$ cat config.mk
export PLATFORM = sky130hd
export DESIGN_NAME = alu_host
export DESIGN_NICKNAME = d
export VERILOG_FILES = /design/src/rtl/alu_host.sv
export SDC_FILE = /design/constraint.sdc
export NUM_CORES = 1
export LEC_CHECK = 0
export BUFFER_PORTS_ARGS = -buffer_cell sky130_fd_sc_hd__buf_4
export CAP_MARGIN = 20
export CORE_UTILIZATION = 50
export DETAILED_ROUTE_END_ITERATION = 8
export PLACE_DENSITY = 0.77
export SETUP_SLACK_MARGIN = 0.15
export SYNTH_ARGS = -nofsm -noshare
export SYNTH_HDL_FRONTEND = slang
export SYNTH_SLANG_ARGS = --single-unit
$ cat constraint.sdc
create_clock -name clk -period 1.9 [get_ports clk]
set_input_delay 0.095 -clock clk [delete_from_list [all_inputs] [get_ports clk]]
set_output_delay 0.095 -clock clk [all_outputs]
set_load 0.01 [all_outputs]
$ cat src/rtl/alu_host.sv
// Host-side sequencer for the serial ALU: loads op/a/b over BEGIN/inbus, waits for END
// under a watchdog, and returns the one- or two-byte result on a valid/ready port.
module alu_host #(
  parameter int TIMEOUT = 64
) (
  input  logic        clk,
  input  logic        reset,
  input  logic        req_valid,
  output logic        req_ready,
  input  logic [1:0]  req_op,
  input  logic [7:0]  req_a,
  input  logic [7:0]  req_b,
  output logic        rsp_valid,
  input  logic        rsp_ready,
  output logic [15:0] rsp_data,
  output logic        rsp_err,
  output logic        BEGIN,
  output logic [1:0]  op_code,
  output logic [7:0]  inbus,
  input  logic [7:0]  outbus,
  input  logic        END
);

  localparam int CW = (TIMEOUT > 2) ? $clog2(TIMEOUT) : 1;

  typedef enum logic [2:0] {
    S_IDLE,
    S_START,
    S_LOAD_A,
    S_LOAD_B,
    S_WAIT,
    S_HIGH,
    S_RESP
  } state_t;

  state_t        state, state_next;
  logic [7:0]    a_r, b_r, a_next, b_next;
  logic [1:0]    op_next;
  logic [CW-1:0] wdog, wdog_next;
  logic          begin_next, rsp_valid_next, rsp_err_next;
  logic [7:0]    inbus_next;
  logic [15:0]   rsp_data_next;
  logic          timed_out;

  assign timed_out = (wdog == CW'(TIMEOUT - 1));
  assign req_ready = (state == S_IDLE);

  // Every ALU-facing and response output is a flop loaded from the next-state decode.
  always_ff @(posedge clk) begin
    if (!reset) begin
      state     <= S_IDLE;
      a_r       <= 8'h00;
      b_r       <= 8'h00;
      op_code   <= 2'b00;
      wdog      <= '0;
      BEGIN     <= 1'b0;
      inbus     <= 8'h00;
      rsp_valid <= 1'b0;
      rsp_err   <= 1'b0;
      rsp_data  <= 16'h0000;
    end else begin
      state     <= state_next;
      a_r       <= a_next;
      b_r       <= b_next;
      op_code   <= op_next;
      wdog      <= wdog_next;
      BEGIN     <= begin_next;
      inbus     <= inbus_next;
      rsp_valid <= rsp_valid_next;
      rsp_err   <= rsp_err_next;
      rsp_data  <= rsp_data_next;
    end
  end

  always_comb begin
    state_next = state;
    case (state)
      S_IDLE:   if (req_valid) state_next = S_START;
      S_START:  state_next = S_LOAD_A;
      S_LOAD_A: state_next = S_LOAD_B;
      S_LOAD_B: state_next = S_WAIT;
      S_WAIT: begin
        if (END)            state_next = op_code[1] ? S_HIGH : S_RESP;
        else if (timed_out) state_next = S_RESP;
      end
      S_HIGH:   state_next = S_RESP;
      S_RESP:   if (rsp_ready) state_next = S_IDLE;
      default:  state_next = S_IDLE;
    endcase
  end

  // END beats the watchdog when both land on the same WAIT cycle.
  always_comb begin
    a_next         = a_r;
    b_next         = b_r;
    op_next        = op_code;
    wdog_next      = wdog;
    begin_next     = 1'b0;
    inbus_next     = 8'h00;
    rsp_valid_next = (state_next == S_RESP);
    rsp_err_next   = rsp_err;
    rsp_data_next  = rsp_data;

    if (state == S_IDLE && req_valid) begin
      a_next  = req_a;
      b_next  = req_b;
      op_next = req_op;
    end

    case (state_next)
      S_START:  begin_next = 1'b1;
      S_LOAD_A: begin
        begin_next = 1'b1;
        inbus_next = a_r;
      end
      S_LOAD_B, S_WAIT, S_HIGH, S_RESP: inbus_next = b_r;
      default:  inbus_next = 8'h00;
    endcase

    case (state)
      S_LOAD_B: wdog_next = '0;
      S_WAIT: begin
        if (END) begin
          rsp_data_next = {8'h00, outbus};
        end else if (timed_out) begin
          rsp_data_next = 16'h0000;
          rsp_err_next  = 1'b1;
        end else begin
          wdog_next = wdog + 1'b1;
        end
      end
      S_HIGH:   rsp_data_next[15:8] = outbus;
      S_RESP:   if (rsp_ready) rsp_err_next = 1'b0;
      default:  ;
    endcase
  end

endmodule
==> reports/qor.txt, run 1 <==
Clock Sinks: 54
Compound-Gate Fraction of Synth Area: 21.52%
Max_slew headroom: 63.38%
Fraction of synthesized area in multiplexers: 0%
Cells after DPL: 356
Drt first pass iters: 4
Pin count of the biggest net entering global routing: 26
Outcome: finished, final reports clean
Unrepaired setup endpoints after global routing: yes
Post-synth top area share: 50.67%
Synthesis-to-layout area growth: 32.43%
GP Congestion: 0.8297
N_diodes: 0
Worst min-delay path class: in2reg
Synth Area in Simple Gates: 22.76%
Non-Filler Instances: 371
CORE AREA: 0.004058 mm²
Achievable Freq: 601.3 MHz
CTS root buffer: clkbuf_8
Commonest cells post-synth: nand2_1, dfxtp_1, a21oi_1, nand3_1
Synth Area per Inst: 8.432 µm²
Row cnt: 23
Hold Vio Cnt, Final: 0
Layout Skew: 0.008418 ns
Final setup vio count: 0
Synth top area cells: dfxtp_1, nand2_1, a21oi_1
P_leak: 1.144 nW
EDFF count, synth: 0
Worst Hold Slack: 0.009582 ns
Most frequent cell after synthesis: nand2_1
CP Class: reg2reg
Wirelength per Cell: 13.45 µm
Cts bufs inserted: 5
Area share of fa/ha/maj cells after synthesis: 0.5865%
Dpl ws: 0.1605 ns
Post-Synthesis Cell Area: 0.002133 mm²
Maximum vdd drop: 0.4645 mV
Critical Path Start Type: register
CTS tree: built
Synth Area in XOR/XNOR: 0.8211%
Setup crit end kind: register
Required time worst endpoint: 2.11 ns
Setup_tns: 0 ns
Number of port buffers: 60
Yosys Warn Count: 0
# IOs: 61
Fin nets: 352
Ratio of cells with drive above 1 in the final layout: 27.10%
Final period util: 87.54%
Pins Over Slew Limit: 0
Synth cell types: 36
Die ar.: 0.004532 mm²
Final wirelength: 4989 µm
Critical Path AT: 1.87 ns
Die Y: 67.32 µm
GR Util All Layers: 22.66%
Post-DP HPWL: 3441 µm
Tmin final: 1.663 ns
Worst skew pair latency: 0.31 ns
Setup slack after layout: 0.2368 ns
Remaining routing DRC violations: 0
Register area share after synthesis: 50.67%
Largest family of logic cells by synthesized area: simple AND/OR/NAND/NOR gates
H-Tree Depth: 2
Worst Path Max Fanout: 11
Vias in the first global route: 1,690
Starting Density: 52.57%
Clock buffer depth: 2
Initial antenna violation count: 0
Top FF cell, synth: dfxtp_1
Synthesis-stage register bit count: 54
Drt via density: 5.404
Synth Instances: 253
Clk pin slew, worst setup/hold paths: 0.09 ns
Antenna-violating nets left: 0
Worst-Margin Slew: 0.5473 ns
Vias: 2,005
Pwr dens: 801.4 mW/mm²
Die Wd: 67.32 µm
Syn_nets: 285
Post-synth ARST share: 0%
Starting DRT DRC Count: 133
First-pass GRT wire length: 7734 µm
Area leader, netlist: dfxtp_1
Grt ovf: 0
Maxcap violations: 0
[power breakdown]
| group | leakage [nW] | internal (mW) | switching, mW | total, mW |
|---|---|---|---|---|
| Sequential | 0.439 | 1.17 | 0.0272 | 1.20 |
| Combinational | 0.646 | 0.131 | 0.163 | 0.294 |
| Clock | 0.0585 | 0.395 | 0.373 | 0.768 |
[cell families (layout without fill, tap and decap cells)]
family                     after synthesis  in the layout
and+or+nand+nor                        104            104
AOI/OAI and AO/OA                       74             74
buffers and inverters                   18             86
xor gates and xnor gates                 2              2
adders and majority gates                1              1
DFF                                     54             54
[critical path, stage by stage (launching register included)]
cell and delay, ns:
dfxtp_1 0.38, ha_1 0.20, and3_1 0.18, a31oi_1 0.10
buf_4 0.19, o21a_2 0.26, a22o_1 0.25
[worst paths after layout]
| path | start | to | slack, ns | depth (start not counted) |
|---|---|---|---|---|
| setup / recovery | wdog[1]$_SDFFE_PN0P_ | rsp_data[1]$_SDFFE_PN0P_ | 0.24 | 6 |
| hold reg to reg | b_r[6]$_SDFFE_PN0P_ | inbus[6]$_SDFF_PN0_ | 0.46 | 2 |
| setup reg to reg | wdog[1]$_SDFFE_PN0P_ | rsp_data[1]$_SDFFE_PN0P_ | 0.24 | 6 |
| hold / removal | outbus[0] | rsp_data[0]$_SDFFE_PN0P_ | 0.01 | 2 |
[per-layer routing]
metal / GRT usage (%) / share of wire [%] / vias to the layer above
li1: - / - / 1026
met1: 29.28 / 46 / 924
met2: 37.00 / 49 / 48
met3: 5.236 / 4.4 / 7
met4: 7.447 / 1.2 / 0
met5: 0 / 0 / -
[placed cells by master, fill, tap and decap left out, drive strengths merged, types with 2 or more instances in the layout]
cell type	instances
nand4	8
nor2b	3
nor2	12
nor3	3
a21boi	2
o21ai	13
nand2b	3
nand2	55
a21oi	31
dfxtp	54
clkbuf	5
nand3	13
o211ai	9
inv	3
buf	71
a31oi	3
dlygate4sd3	5
a22o	8
xor2	2
[timing repair]
item	CTS	global route
buffers inserted	0	2
pin swaps	0	1
setup endpoints to repair	1	6
hold buffers	5	0
hold endpoints to repair	5	0
gates resized for setup	1	2
[flip-flops by register name, indices dropped and copies added (netlist names), 2 cells and up]
register,flops
rsp_data,16
a_r,8
op_code,2
b_r,8
state,3
inbus,8
wdog,6
[through the flow]
step	cell area (µm²)	utilization, %	total power, mW
floorplan	2133	-	1.382
global placement	2644	65.16	1.507
detailed placement	2644	65.16	1.513
CTS	2808	69.20	2.289
global route	2825	69.63	2.367
finish	2825	69.63	2.264
[area by class of cell]
class / instances / area (µm²)
fillers: 346 / 1232
flip-flops and latches: 54 / 1084
multi-input cells: 181 / 975.9
repair buffers: 76 / 583.1
clock buffers: 5 / 68.82
well taps: 50 / 62.56
clock inverters: 3 / 43.79
inverters: 2 / 7.507
(Power assumes the default switching activity.)
==> inputs of run 2 (changes only) <==
--- a/config.mk
+++ b/config.mk
@@ -5,7 +5,7 @@
 export SDC_FILE = /design/constraint.sdc
 export NUM_CORES = 1
 export LEC_CHECK = 0
-export BUFFER_PORTS_ARGS = -buffer_cell sky130_fd_sc_hd__buf_4
+export BUFFER_PORTS_ARGS = -buffer_cell sky130_fd_sc_hd__buf_2
 export CAP_MARGIN = 20
 export CORE_UTILIZATION = 50
 export DETAILED_ROUTE_END_ITERATION = 8
==> run 2 against run 1 <==
The run now ends with hold timing left. Clock power rose by 4.2%. Clock-buffer cell count is the same. Die area unchanged. Non-clock buffer count decreased by 3. First-iteration DRC count decreased by 14%. Routed wire length grew 0.76%. Global-route usage grew 0.56 points. Hold slack got worse by 0.010 ns. Core utilization shrank 4.3 points. Critical path type unchanged. Highest routed layer unchanged.
==> reports/qor.txt, run 2 (synthesis gave the netlist of run 1 again) <==
Outcome: finished, violations left
Failing checks: hold timing
Pins Over Slew Limit: 0 (unchanged)
Vias in the first global route: 1,861 (+10%)
Clk pin slew, worst setup/hold paths: 0.11 ns (+0.02 ns)
CP Class: reg2reg
Commonest non-fill, non-tap cell in the layout: buf_2
Routing usage on met3: 4.392% (-0.84 points)
First-pass GRT wire length: 7914 µm (+2.3%)
CTS tree: built
Area of the multi-input gates: 978.4 µm² (+0.26%)
Final period util: 89.30% (+1.8 points)
CP endpoint: rsp_data[1]$_SDFFE_PN0P_
Worst min-delay path class: in2reg
Most frequent cells in the layout: buf_2, nand2_1, dfxtp_1
CORE AREA: 0.004058 mm² (unchanged)
Hold Vio Cnt, Final: 1 (+1)
GR Util All Layers: 23.22% (+0.56 points)
Clock Sinks: 54 (unchanged)
Tmin final: 1.697 ns (+0.03358 ns)
Worst Setup SP: wdog[0]$_SDFFE_PN0P_
Worst skew pair latency: 0.32 ns (about the same)
Synthesis-to-layout area growth: 24.28%
Final setup vio count: 0 (unchanged)
Cell depth of the worst flop-to-flop path: 6 (unchanged)
Clock buffer depth: 2 (unchanged)
Worst Path Max Fanout: 11 (unchanged)
Gr busiest metal: met2
Remaining routing DRC violations: 0 (unchanged)
Post-route cell area: 0.002651 mm² (-6.2%)
Wirelength per Cell: 13.66 µm (+1.6%)
Row cnt: 23 (unchanged)
Pwr dens: 855.0 mW/mm² (+6.7%)
Die ar.: 0.004532 mm² (unchanged)
Post-DP HPWL: 3472 µm (+0.91%)
Vias: 2,026 (+1.0%)
Maximum vdd drop: 0.4633 mV (-0.26%)
Worst R2R End: rsp_data[1]$_SDFFE_PN0P_
Setup crit end kind: register
Max reg flops: 16 (unchanged)
Achievable Freq: 589.4 MHz (-2.0%)
H-Tree Depth: 2 (unchanged)
Final wirelength: 5027 µm (+0.76%)
Met2 GRT Util: 38.25% (+1.3 points)
Met1 usage: 28.94% (-0.34 points)
Worst Hold Slack: -0.0005198 ns (-0.01010 ns)
Worst-Margin Slew: 0.5595 ns (+0.01224 ns)
GP Congestion: 0.8199 (-1.2%)
Die Wd: 67.32 µm (unchanged)
N_diodes: 0 (unchanged)
Register Area: 0.001082 mm² (-0.12%)
Antenna-violating nets left: 0 (unchanged)
Pin count of the biggest net entering global routing: 20 (-23%)
Ratio of cells with drive above 1 in the final layout: 27.36% (+0.26 points)
Required time worst endpoint: 2.12 ns (about the same)
Filler cell count in the final layout: 360 (+4.0%)
Drt via density: 5.505 (+1.9%)
Critical Path AT: 1.92 ns (+0.05 ns)
Maxcap violations: 0 (unchanged)
Layout Skew: 0.01066 ns (+0.002241 ns)
Starting Density: 52.57% (unchanged)
Die Y: 67.32 µm (unchanged)
Area after DPL: 0.002501 mm² (-5.4%)
R2R Setup Slk: 0.20 ns (-0.03 ns)
Setup_tns: 0 ns (unchanged)
Cts bufs inserted: 5 (unchanged)
# IOs: 61 (unchanged)
Critical Path Start Type: register
Unrepaired setup endpoints after global routing: no
CTS root buffer: clkbuf_8
Starting DRT DRC Count: 114 (-14%)
Fin nets: 349 (-0.85%)
Number of port buffers: 60 (unchanged)
Drt first pass iters: 4 (unchanged)
P_leak: 1.100 nW (-3.8%)
Grt ovf: 0 (unchanged)
Crit Reg-Reg Startpoint: wdog[0]$_SDFFE_PN0P_
Max_slew headroom: 62.56% (-0.82 points)
Top reg by flops: rsp_data
Initial antenna violation count: 0 (unchanged)
## run 2: critical path, stage by stage, from the launching register on
cell	delay, ns
dfxtp_2	0.39
ha_2	0.22
and3_1	0.20
a31oi_1	0.11
buf_4	0.19
o21a_2	0.26
a22o_1	0.25
## run 2: stage by stage
stage / hold WS, ns / setup WS [ns] / util [%] / instances / total power, mW
after floorplan: 0.2207 / 0.3708 / - / 253 / 1.382
after global placement: 0.3237 / 0.2039 / 61.64 / 357 / 1.482
after detailed placement: 0.3301 / 0.1123 / 61.64 / 357 / 1.489
after CTS: 0.002355 / 0.2009 / 64.60 / 365 / 2.266
after global routing: 0.005925 / 0.1497 / 65.34 / 368 / 2.356
final: -0.0005198 / 0.2032 / 65.34 / 368 / 2.267
## run 2: worst min path at each step
| stage | from | end | slack [ns] | cells after the start |
|---|---|---|---|---|
| floorplan | outbus[0] | rsp_data[0]$_SDFFE_PN0P_ | 0.22 | 1 |
| global placement | outbus[5] | rsp_data[5]$_SDFFE_PN0P_ | 0.32 | 2 |
| detailed placement | outbus[0] | rsp_data[0]$_SDFFE_PN0P_ | 0.33 | 2 |
| CTS | outbus[3] | rsp_data[3]$_SDFFE_PN0P_ | 0.002 | 2 |
| global route | outbus[2] | rsp_data[2]$_SDFFE_PN0P_ | 0.006 | 2 |
| finish | outbus[4] | rsp_data[4]$_SDFFE_PN0P_ | -0.0005 | 2 |
## run 2: routing by layer
| layer | vias to the layer above | wire length [µm] |
|---|---|---|
| met3 | 9 | 274 |
| li1 | 1018 | - |
| met4 | 0 | 85 |
| met1 | 941 | 2221 |
| met2 | 58 | 2445 |
| met5 | - | 0 |
## run 2: power by group
part           internal [mW]  total [mW]  switching, mW
combinational          0.103       0.261          0.158
clock                  0.402       0.800          0.398
sequential              1.17        1.21         0.0319
## run 2: final cells by class
type,count,area share [%]
tap,50,2.360
clock buffer,5,2.596
inverter,2,0.2832
sequential,54,40.82
clock inverter,3,1.840
multi-input combinational,181,36.90
timing repair buffer,73,15.20
## run 2: repair_timing
item | in CTS | in global routing
setup buffers | 0 | 1
setup endpoints to repair | 8 | 8
resized for setup | 2 | 1
endpoints found under the hold margin | 0 | 2
hold buffers | 0 | 2
pin swaps | 0 | 1
